==> src/rtl/fetch_queue_if.sv <==
// fetch_queue_if
//   Bundles every non-clock, non-reset signal of the fetch front end:
//   the program-counter handshake, the instruction-memory request/response
//   channel, the IF/ID delivery channel and the sticky error flag.
//   Signal names keep their _i/_o suffixes as seen from fetch_queue.
// Modports
//   master : fetch_queue side (drives req/addr/pc_write/inst/err)
//   slave  : environment side (PC, imem, IF/ID stage)
interface fetch_queue_if #(
  parameter int ADDR_W = 32,
  parameter int DATA_W = 32
);
  logic [ADDR_W-1:0] pc_i;
  logic              pc_write_o;
  logic              flush_i;
  logic              imem_req_o;
  logic [ADDR_W-1:0] imem_addr_o;
  logic              imem_gnt_i;
  logic              imem_rvalid_i;
  logic [DATA_W-1:0] imem_rdata_i;
  logic              inst_valid_o;
  logic [DATA_W-1:0] inst_o;
  logic [ADDR_W-1:0] inst_pc_o;
  logic              inst_ready_i;
  logic              err_o;

  modport master (
    input  pc_i, flush_i, imem_gnt_i, imem_rvalid_i, imem_rdata_i, inst_ready_i,
    output pc_write_o, imem_req_o, imem_addr_o, inst_valid_o, inst_o, inst_pc_o, err_o
  );

  modport slave (
    output pc_i, flush_i, imem_gnt_i, imem_rvalid_i, imem_rdata_i, inst_ready_i,
    input  pc_write_o, imem_req_o, imem_addr_o, inst_valid_o, inst_o, inst_pc_o, err_o
  );
endinterface

==> src/rtl/fetch_queue.sv <==
// fetch_queue
//   Instruction-fetch front end. Issues the current PC as an imem request,
//   advances the PC only when the request is granted, buffers in-order
//   responses (tagged with their PC) in a DEPTH-entry circular queue and
//   presents the head entry to IF/ID over valid/ready. A flush discards the
//   queue and remembers how many in-flight responses must be thrown away.
// Ports
//   clk_i  : clock, rising edge
//   rst_i  : asynchronous active-low reset
//   bus    : fetch_queue_if.master (PC, imem, IF/ID and error signals)
module fetch_queue #(
  parameter int DEPTH  = 4,
  parameter int ADDR_W = 32,
  parameter int DATA_W = 32
) (
  input  logic          clk_i,
  input  logic          rst_i,
  fetch_queue_if.master bus
);
  localparam int PTR_W = $clog2(DEPTH);
  localparam int CNT_W = PTR_W + 1;
  localparam logic [CNT_W-1:0] DEPTH_CNT = CNT_W'(DEPTH);

  logic [PTR_W-1:0]  alloc_ptr;
  logic [PTR_W-1:0]  fill_ptr;
  logic [PTR_W-1:0]  rd_ptr;
  logic [CNT_W-1:0]  alloc_cnt;
  logic [CNT_W-1:0]  pend_cnt;
  logic [CNT_W-1:0]  drop_cnt;
  logic [CNT_W:0]    infl;
  logic [DEPTH-1:0]  filled;
  logic [ADDR_W-1:0] pc_mem   [DEPTH];
  logic [DATA_W-1:0] data_mem [DEPTH];
  logic              req;
  logic              accept;
  logic              pop;
  logic              resp_drop;
  logic              resp_keep;
  logic              resp_err;
  logic              resp_any;
  logic              err_q;

  // In-flight = requested but not yet answered, whether the answer will be
  // kept (pend_cnt) or thrown away after a flush (drop_cnt).
  assign infl = {1'b0, pend_cnt} + {1'b0, drop_cnt};

  // Reset gates the request so the handshake outputs drop immediately when
  // rst_i falls, not just once the counters have cleared.
  assign req    = rst_i & ~bus.flush_i & (alloc_cnt < DEPTH_CNT) & (infl < {1'b0, DEPTH_CNT});
  assign accept = req & bus.imem_gnt_i;
  assign pop    = filled[rd_ptr] & bus.inst_ready_i;

  // Responses owed to flushed requests are consumed first.
  assign resp_drop = bus.imem_rvalid_i & (drop_cnt != '0);
  assign resp_keep = bus.imem_rvalid_i & (drop_cnt == '0) & (pend_cnt != '0);
  assign resp_err  = bus.imem_rvalid_i & (drop_cnt == '0) & (pend_cnt == '0);
  assign resp_any  = resp_drop | resp_keep;

  assign bus.imem_req_o   = req;
  assign bus.imem_addr_o  = bus.pc_i;
  assign bus.pc_write_o   = accept;
  assign bus.inst_valid_o = filled[rd_ptr];
  assign bus.inst_o       = data_mem[rd_ptr];
  assign bus.inst_pc_o    = pc_mem[rd_ptr];
  assign bus.err_o        = err_q;

  always_ff @(posedge clk_i or negedge rst_i) begin
    if (!rst_i) begin
      alloc_ptr <= '0;
      fill_ptr  <= '0;
      rd_ptr    <= '0;
      alloc_cnt <= '0;
      pend_cnt  <= '0;
      drop_cnt  <= '0;
      filled    <= '0;
    end else if (bus.flush_i) begin
      alloc_ptr <= '0;
      fill_ptr  <= '0;
      rd_ptr    <= '0;
      alloc_cnt <= '0;
      pend_cnt  <= '0;
      filled    <= '0;
      // Every response still owed (pending or already dropped) must be
      // discarded later, minus the one arriving right now.
      drop_cnt  <= drop_cnt + pend_cnt - CNT_W'(resp_any);
    end else begin
      if (accept)    alloc_ptr <= alloc_ptr + PTR_W'(1);
      if (resp_keep) fill_ptr  <= fill_ptr + PTR_W'(1);
      if (pop)       rd_ptr    <= rd_ptr + PTR_W'(1);
      alloc_cnt <= alloc_cnt + CNT_W'(accept) - CNT_W'(pop);
      pend_cnt  <= pend_cnt + CNT_W'(accept) - CNT_W'(resp_keep);
      if (resp_drop) drop_cnt <= drop_cnt - CNT_W'(1);
      // fill_ptr never equals rd_ptr of a filled entry, so set/clear never collide.
      if (resp_keep) filled[fill_ptr] <= 1'b1;
      if (pop)       filled[rd_ptr]   <= 1'b0;
    end
  end

  always_ff @(posedge clk_i or negedge rst_i) begin
    if (!rst_i) begin
      err_q <= 1'b0;
    end else if (resp_err) begin
      err_q <= 1'b1;
    end
  end

  // Payload storage needs no reset; validity is tracked by the filled bits.
  always_ff @(posedge clk_i) begin
    if (accept) pc_mem[alloc_ptr] <= bus.pc_i;
    if (resp_keep && !bus.flush_i) data_mem[fill_ptr] <= bus.imem_rdata_i;
  end
endmodule

==> src/flat_wrapper.sv <==
// flat-port wrapper written by rule: the top's interface ports become plain ports
module fetch_queue_flat 
#(
  parameter int DEPTH  = 4,
  parameter int ADDR_W = 32,
  parameter int DATA_W = 32
)
  (clk_i, rst_i, bus_pc_i, bus_flush_i, bus_imem_gnt_i, bus_imem_rvalid_i, bus_imem_rdata_i, bus_inst_ready_i, bus_pc_write_o, bus_imem_req_o, bus_imem_addr_o, bus_inst_valid_o, bus_inst_o, bus_inst_pc_o, bus_err_o);
  fetch_queue_if #(.ADDR_W(ADDR_W), .DATA_W(DATA_W)) bus_i ();
  input  logic clk_i;
  input  logic rst_i;
  input wire logic [$bits(bus_i.pc_i)-1:0] bus_pc_i;
  input wire logic [$bits(bus_i.flush_i)-1:0] bus_flush_i;
  input wire logic [$bits(bus_i.imem_gnt_i)-1:0] bus_imem_gnt_i;
  input wire logic [$bits(bus_i.imem_rvalid_i)-1:0] bus_imem_rvalid_i;
  input wire logic [$bits(bus_i.imem_rdata_i)-1:0] bus_imem_rdata_i;
  input wire logic [$bits(bus_i.inst_ready_i)-1:0] bus_inst_ready_i;
  output wire logic [$bits(bus_i.pc_write_o)-1:0] bus_pc_write_o;
  output wire logic [$bits(bus_i.imem_req_o)-1:0] bus_imem_req_o;
  output wire logic [$bits(bus_i.imem_addr_o)-1:0] bus_imem_addr_o;
  output wire logic [$bits(bus_i.inst_valid_o)-1:0] bus_inst_valid_o;
  output wire logic [$bits(bus_i.inst_o)-1:0] bus_inst_o;
  output wire logic [$bits(bus_i.inst_pc_o)-1:0] bus_inst_pc_o;
  output wire logic [$bits(bus_i.err_o)-1:0] bus_err_o;
  assign bus_i.pc_i = bus_pc_i;
  assign bus_i.flush_i = bus_flush_i;
  assign bus_i.imem_gnt_i = bus_imem_gnt_i;
  assign bus_i.imem_rvalid_i = bus_imem_rvalid_i;
  assign bus_i.imem_rdata_i = bus_imem_rdata_i;
  assign bus_i.inst_ready_i = bus_inst_ready_i;
  assign bus_pc_write_o = bus_i.pc_write_o;
  assign bus_imem_req_o = bus_i.imem_req_o;
  assign bus_imem_addr_o = bus_i.imem_addr_o;
  assign bus_inst_valid_o = bus_i.inst_valid_o;
  assign bus_inst_o = bus_i.inst_o;
  assign bus_inst_pc_o = bus_i.inst_pc_o;
  assign bus_err_o = bus_i.err_o;
  fetch_queue #(.DEPTH(DEPTH), .ADDR_W(ADDR_W), .DATA_W(DATA_W)) u_core (.clk_i(clk_i), .rst_i(rst_i), .bus(bus_i));
endmodule
==> config.mk <==
export PLATFORM = sky130hd
export DESIGN_NAME = fetch_queue_flat
export DESIGN_NICKNAME = d
export VERILOG_FILES = /design/src/rtl/fetch_queue_if.sv /design/src/rtl/fetch_queue.sv /design/src/flat_wrapper.sv
export SDC_FILE = /design/constraint.sdc
export NUM_CORES = 1
export LEC_CHECK = 0
export CORE_MARGIN = 2
export CORE_UTILIZATION = 58
export DETAILED_ROUTE_END_ITERATION = 8
export PLACE_DENSITY_LB_ADDON = 0.25
export SYNTH_ARGS = -nofsm -noshare
export SYNTH_HDL_FRONTEND = slang
export SYNTH_SLANG_ARGS = --single-unit
==> constraint.sdc <==
create_clock -name clk_i -period 12.3 [get_ports clk_i]
set_input_delay 1.23 -clock clk_i [delete_from_list [all_inputs] [get_ports clk_i]]
set_output_delay 1.23 -clock clk_i [all_outputs]
set_load 0.01 [all_outputs]
==> impl_results.md, run 1 <==
- Initial core utilization: 58.8%
- Largest net degree at the start of global routing: 70
- Synth Register Bits: 276
- Final-report hold violation count: 0
- Largest family of logic cells by synthesized area: multiplexers
- Number of global-route vias before repair: between 5,000 and 6,000
- Yosys warns: 0
- Nets: 764
- Most common cell after layout, fill and taps aside: edfxtp_1
- Final ANT Viol Nets: 0
- Post-Route WL: 19,500 um
- Initial DRC count: 259
- Avg WL per Cell: 21.2 um
- Logic gate share of total power: 9.1%
- Max Cap Violations: 0
- Root buffer cell: clkbuf_16
- # placed instances: 872
- Sequential share of power: 50.8%
- Max-slew violation count: 0
- Slew HR: a little under 30%
- WHS Path Cells: 1
- Metal2 WL: 10,400 um
- Layout cells sized above 1: between 10% and 20%
- Multiplexer share of the synthesized area: 13.7%
- Dpl hpwl: ~12,000 um
- DIE AREA: about 20,000 um2
- Fill cells: 1,123
- DRC: 0
- XOR/XNOR Fraction of Synth Area: 0.480%
- Hold EP: u_core.bus.err_o
- Highest routed layer: met4
- Initial antenna violation count: 0
- DRT met1 WL: approximately 7700 um
- Clock share of power: 40.1%
- Core area: roughly 19,000 um2
- Setup CP Type: in -> out
- Ant. Diodes: 0
- Syn Inst Count: 515
- # setup viols final: 0
- Crit-path cells: clkdlybuf4s50_1, nor4b_4, nand4_4, inv_2, clkdlybuf4s50_1
- Overflow left after global routing: 0
- Hold Crit Start: u_core.bus.err_o
- CP Launch Type: input pin
- Slowest cell on crit path: clkdlybuf4s50_1
- Min cycle time layout: 4.81 ns
- Design Area, Final: 13,600 um2
- Die extent in y: 141 um
- Commonest cells after routing, fill and taps aside: 256 x edfxtp_1, 169 x clkdlybuf4s50_1, 64 x mux4_2, 29 x clkbuf_16, 23 x ha_1
- Io pins: 170
- Worst-margin pin slew: between 1 and 1.5 ns
- Flop-to-flop setup slack: 9.28 ns
- Area of the multi-input gates: 2360 um2
- Fin cells: 923
- Worst Reg-to-Reg Cells: 9
- Worst-skew pair later-pin latency: between 0.5 and 0.6 ns
- Total negative slack: 0 ns
- Static Leak: 4.48 nW
- CTS tree: yes
- Synth Area in Compound Gates: 1.68%
- Synthesized cell area: 11,000 um2
- Main synth FF type: edfxtp_1
- H-tree levels: 1
- Via count: 5,265
- Post-Syn Nets: 611
- Mean number of vias per cell: 5.70
- # resized after CTS: 0
- Worst flop-to-flop path endpoint: u_core.alloc_cnt[2]
- Post-synth EDFFs: around 260
- Routed length on met3: a little over 1000 um
- Storage cell area: 8200 um2
- First-pass GRT wire length: between 30,000 and 40,000 um
- Inserted Clock Buffers: 28
- Max IR drop VDD: between 100 and 150 uV
- Unique masters post-synth: 43
- Hold WC Path Type: reg -> reg
- Clock skew: 0.0114 ns
- Asr flop ratio synth: under 10%
- Post-Syn Area per Cell: 21.3 um2
- Postcts setup bufs: 0
- Area growth, synth to finish: 23.9%
- Int Power: about 1.7 mW
- Worst-path maximum fanout: 21
- Die X: 141 um
- Pre-antenna DRT Iters: 4
- Total track usage: 19.7%
- Sequential area share after synthesis: between 70 and 80%
- CP bufs+invs: 3
- # hold bufs at CTS: 0
- Reg2Reg Launch Point: u_core.rd_ptr[1]
- WP data arrival: 3.58 ns
- Post-Synth Simple-Gate Area: 2.25%
- Net Switching: 433 uW
- Row count: 50
- Crit path largest cell delay: 1.09 ns
- Clk pin slew, worst setup/hold paths: 0.06 ns
- Unrepaired setup endpoints after global routing: false
- CP top delay family: buffers and inverters
- Critical Path RT: 11.07 ns
- Sw Share: 20.6%
- Adder-cell share of the synthesized area: roughly 3.2%
- CP endpoint kind: output pin
- Status: finished, final reports clean
- CTS sink count: between 200 and 300
- Max Fclk: 208 MHz
- Placer Congestion: ~0.8
- Buffers on Ports: 169
- PD cells: 155 nW/um2
- Clock buffer depth: 3
- Most common cell on crit path: clkdlybuf4s50_1
- Crit. path cell count: 5
- Post-Place Cell Area: 12,700 um2
- Final period util: 39.1%
==> synth_stat cells, types with 2 or more instances <==
master	number	area [um2]
inv_1	21	78.8
xor2_1	3	26.3
ha_1	23	288
xnor2_1	3	26.3
clkbuf_1	3	11.3
or3_1	2	12.5
a211oi_1	4	30.0
mux2i_1	2	20.0
nor3b_1	4	30.0
buf_4	37	278
nor2b_1	4	25.0
nand2_1	4	15.0
mux2_4	2	30.0
mux4_2	64	1440
nand3_1	3	15.0
o21ai_0	6	30.0
buf_2	8	40.0
a31oi_1	5	31.3
dfrtp_1	20	500
buf_6	2	22.5
nor2_1	8	30.0
nor3_1	2	10.0
a21oi_1	5	25.0
fa_1	3	60.1
and2_1	4	25.0
edfxtp_1	256	7690
==> power groups by stage <==
stage | Sequential [mW] | Combinational, mW | Clock (mW)
floorplan | 1.08 | 0.108 | 0
global placement | 1.08 | 0.184 | 0
detailed placement | 1.09 | 0.192 | 0
CTS | 1.07 | 0.194 | 0.861
global route | 1.07 | 0.209 | 0.900
finish | 1.07 | 0.190 | 0.843
==> per-layer routing <==
layer  vias to the layer above  global-route usage [%]
li1                       2346                       -
met5                         -                       0
met3                        31                    3.37
met1                      2734                    24.9
met4                         0                    5.68
met2                       154                    35.5
==> per-stage QoR <==
| stage | hold slack [ns] | power [mW] | util (%) | setup WS, ns |
|---|---|---|---|---|
| 4_1_cts | 0.464 | 2.12 | 72.9 | 7.42 |
| 6_report | 0.456 | 2.10 | 72.9 | 7.49 |
| 5_1_grt | 0.489 | 2.18 | 72.9 | 7.24 |
| 3_3_place_gp | 0.449 | 1.27 | 67.9 | 7.48 |
| 2_1_floorplan | 0.493 | 1.19 | - | 7.77 |
| 3_5_place_dp | 0.448 | 1.28 | 67.9 | 7.41 |
==> cell type report <==
type	count	area share [%]
clock buffers	41	5.67
inverters	22	0.608
repair buffers	174	12.7
multi-input cells	166	17.4
flip-flops and latches	276	60.3
well taps	234	2.16
clock inverters	10	1.12
==> worst reg2reg max path, stage by stage, from the launching register on <==
cell,delay (ns)
dfrtp_4,1.11
mux2_2,0.47
o2bb2ai_2,0.18
ha_1,0.29
inv_1,0.06
ha_1,0.13
inv_1,0.04
fa_1,0.37
xnor2_1,0.18
nor2_1,0.05
==> cells by family (layout without fill, tap and decap cells) <==
group                    Yosys count  after routing
XOR/XNOR                           6              6
flip-flops                       276            276
adder cells (fa/ha/maj)           26             26
AO/OA/AOI/OAI                     27             27
buffers and inverters             73            247
AND/OR/NAND/NOR                   38             38
multiplexers                      69             69
==> how the worst max path moves through the flow <==
| stage | startpoint | to | slack [ns] |
|---|---|---|---|
| final | rst_i | bus_pc_write_o | 7.49 |
| after global routing | rst_i | bus_pc_write_o | 7.24 |
| after CTS | rst_i | bus_pc_write_o | 7.42 |
| after detailed placement | rst_i | bus_pc_write_o | 7.41 |
| after global placement | rst_i | bus_pc_write_o | 7.48 |
| after floorplan | bus_imem_rvalid_i | u_core.data_mem[0][0] | 7.77 |
==> state kept, by name, indices dropped and copies added (netlist names) <==
signal and flops:
u_core.alloc_ptr 2, u_core.data_mem 128, u_core.filled 4, u_core.rd_ptr 2, u_core.pc_mem 128, u_core.alloc_cnt 3
u_core.fill_ptr 2, u_core.bus.err_o 1, u_core.pend_cnt 3, u_core.drop_cnt 3
Power figures use the tool's default switching activity.
==> inputs of run 2 (changes only) <==
--- a/config.mk
+++ b/config.mk
@@ -6,7 +6,7 @@
 export NUM_CORES = 1
 export LEC_CHECK = 0
 export CORE_MARGIN = 2
-export CORE_UTILIZATION = 58
+export CORE_UTILIZATION = 54
 export DETAILED_ROUTE_END_ITERATION = 8
 export PLACE_DENSITY_LB_ADDON = 0.25
 export SYNTH_ARGS = -nofsm -noshare
==> constraint.sdc (replaced) <==
create_clock -name clk_i -period 4.9 [get_ports clk_i]
set_input_delay 0.49 -clock clk_i [delete_from_list [all_inputs] [get_ports clk_i]]
set_output_delay 0.49 -clock clk_i [all_outputs]
set_load 0.01 [all_outputs]
==> run 2 against run 1 <==
Against the previous run:
- final cell count grew 4.6%
- die area up 7.2%
- power grew to 2.5 times the previous value
- wire length shrank 2.5%
==> impl_results.md, run 2 (synthesis results as in run 1) <==
- Status: finished, final reports clean
- Most common cell after layout, fill and taps aside: edfxtp_1
- Worst-skew pair later-pin latency: 0.52 ns (about the same)
- Pre-antenna DRT Iters: 5 (+1)
- Via count: 5,229 (-0.68%)
- Initial antenna violation count: 0 (unchanged)
- Commonest cells after routing, fill and taps aside: 256 x edfxtp_1, 169 x clkdlybuf4s50_1, 64 x mux4_2, 27 x clkbuf_16, 23 x ha_1
- Max-slew violation count: 0 (unchanged)
- Root buffer cell: clkbuf_16
- Highest routed layer: met4
- Int Power: 4.21 mW (+150%)
- Critical Path End: bus_inst_o[12]
- Top flop regs: u_core.data_mem: 128 flops, u_core.pc_mem: 128 flops, u_core.filled: 4 flops
- Setup CP Type: reg -> out
- Metal2 WL: 9870 um (-5.1%)
- PD cells: 387 nW/um2 (+150%)
- Initial DRC count: 386 (+49%)
- Area growth, synth to finish: 25.0%
- Critical Path RT: 4.41 ns (-6.66 ns)
- DRC: 0 (unchanged)
- Max Fclk: between 200 and 300 MHz
- Largest net degree at the start of global routing: 44 (-37%)
- Worst Reg-to-Reg Cells: 9 (unchanged)
- Max Cap Violations: 0 (unchanged)
- Overflow left after global routing: 0 (unchanged)
- Logic gate share of total power: 9.0% (about the same)
- Number of global-route vias before repair: 5,503 (-2.4%)
- Flop-to-flop setup slack: 2.21 ns (-7.07 ns)
- Worst setup margin: 1.45 ns (-6.04 ns)
- Total track usage: 17.9% (-1.9 points)
- Final-report hold violation count: 0 (unchanged)
- Avg WL per Cell: 19.7 um (-6.8%)
- Routed length on met3: 968 um (-5.1%)
- H-tree levels: 1 (unchanged)
- Io pins: 170 (unchanged)
- Row count: 52 (+4.0%)
- Static Leak: 4.55 nW (+1.5%)
- Nets: 771 (+0.92%)
- DRT met1 WL: 7880 um (+2.6%)
- Post-Route WL: 19,000 um (-2.5%)
- Dpl hpwl: 11,900 um (-1.3%)
- Buffers on Ports: 169 (unchanged)
- Storage cell area: 8200 um2 (unchanged)
- Place WS: 1.80 ns (-5.61 ns)
- CP endpoint kind: output pin
- DIE AREA: 21,500 um2 (+7.2%)
- WP data arrival: 2.96 ns (-0.62 ns)
- Final ANT Viol Nets: 0 (unchanged)
- Min Hold Slack: 0.320 ns (-0.136 ns)
- Total negative slack: 0 ns (unchanged)
- CP Launch Type: flip-flop
- Sw Share: 20.5% (-0.12 points)
- CP Launch Point: u_core.rd_ptr[0]
- Layout cells sized above 1: 19.4% (+1.4 points)
- Core area: 20,100 um2 (+7.8%)
- Max IR drop VDD: 260 uV (+130%)
- Placer Congestion: 0.762 (-2.3%)
- Unrepaired setup endpoints after global routing: false
- Inserted Clock Buffers: 27 (-3.6%)
- Mean number of vias per cell: 5.42 (-5.0%)
- Sequential share of power: 50.6% (-0.2 points)
- Slew HR: 48.3% (+19 points)
- Clock skew: 0.0137 ns (+0.00231 ns)
- # hold bufs at CTS: 0 (unchanged)
- Worst-path maximum fanout: 43 (+100%)
- Worst flop-to-flop path endpoint: u_core.alloc_cnt[2]
- Clk pin slew, worst setup/hold paths: 0.06 ns (about the same)
- # setup viols final: 0 (unchanged)
- Area of the multi-input gates: 2350 um2 (-0.21%)
- Reg2Reg Launch Point: u_core.rd_ptr[0]
- Clock share of power: 40.4% (+0.3 points)
- Die X: 146 um (+3.5%)
- CTS sink count: 276 (unchanged)
- Net Switching: 1.08 mW (+150%)
- Clock buffer depth: 3 (unchanged)
- Initial core utilization: 54.5% (-4.3 points)
- Hold WC Path Type: in -> async
- Final core utilization: 68.1% (-4.7 points)
- Postcts setup bufs: 0 (unchanged)
- Ant. Diodes: 0 (unchanged)
- Worst-margin pin slew: 0.775 ns (-0.287 ns)
- # resized after CTS: 0 (unchanged)
- Fill cells: 1,261 (+12%)
- CTS tree: yes
- First-pass GRT wire length: 29,800 um (-1.2%)
- Die extent in y: 146 um (+3.5%)
- Final period util: 70.5%
- Min cycle time layout: 3.45 ns
## run 2: critical path, stage by stage (launching register included)
cell	delay (ns)
dfrtp_4	0.91
buf_4	0.45
mux4_2	0.56
clkdlybuf4s50_1	0.51
## run 2: power groups by stage
stage	Sequential, mW	Clock (mW)	Combinational [mW]
2_1_floorplan	2.71	0	0.271
3_3_place_gp	2.72	0	0.461
3_5_place_dp	2.73	0	0.484
4_1_cts	2.68	2.18	0.486
5_1_grt	2.68	2.28	0.529
6_report	2.68	2.14	0.479
## run 2: worst min path at each step
| stage | startpoint | endpoint | slack (ns) | cells past startpoint |
|---|---|---|---|---|
| 2_1_floorplan | rst_i | u_core.alloc_cnt[0] | 0.19 | 0 |
| 3_3_place_gp | u_core.bus.err_o | u_core.bus.err_o | 0.47 | 1 |
| 3_5_place_dp | u_core.bus.err_o | u_core.bus.err_o | 0.46 | 1 |
| 4_1_cts | rst_i | u_core.alloc_ptr[0] | 0.31 | 2 |
| 5_1_grt | rst_i | u_core.drop_cnt[1] | 0.34 | 2 |
| 6_report | rst_i | u_core.drop_cnt[2] | 0.32 | 2 |
## run 2: through the flow
stage                     instance area [um2]  std cells  power, mW
final                                   13700        965       5.30
after global routing                    13700        965       5.49
after CTS                               13700        965       5.35
after detailed placement                12800        916       3.21
after global placement                  12800        916       3.18
after floorplan                         11000        515       2.99
## run 2: area by class of cell
| cell class | count | area share (%) |
|---|---|---|
| flip-flops and latches | 276 | 59.8 |
| multi-input cells | 166 | 17.2 |
| repair buffers | 182 | 13.1 |
| clock inverters | 21 | 1.88 |
| clock buffers | 28 | 4.96 |
| inverters | 22 | 0.603 |
| well taps | 270 | 2.47 |
## run 2: metal layers
metal | vias up | track usage [%]
met5 | - | 0
met4 | 0 | 4.32
met3 | 26 | 3.09
met2 | 143 | 30.6
met1 | 2701 | 24.3
li1 | 2359 | -
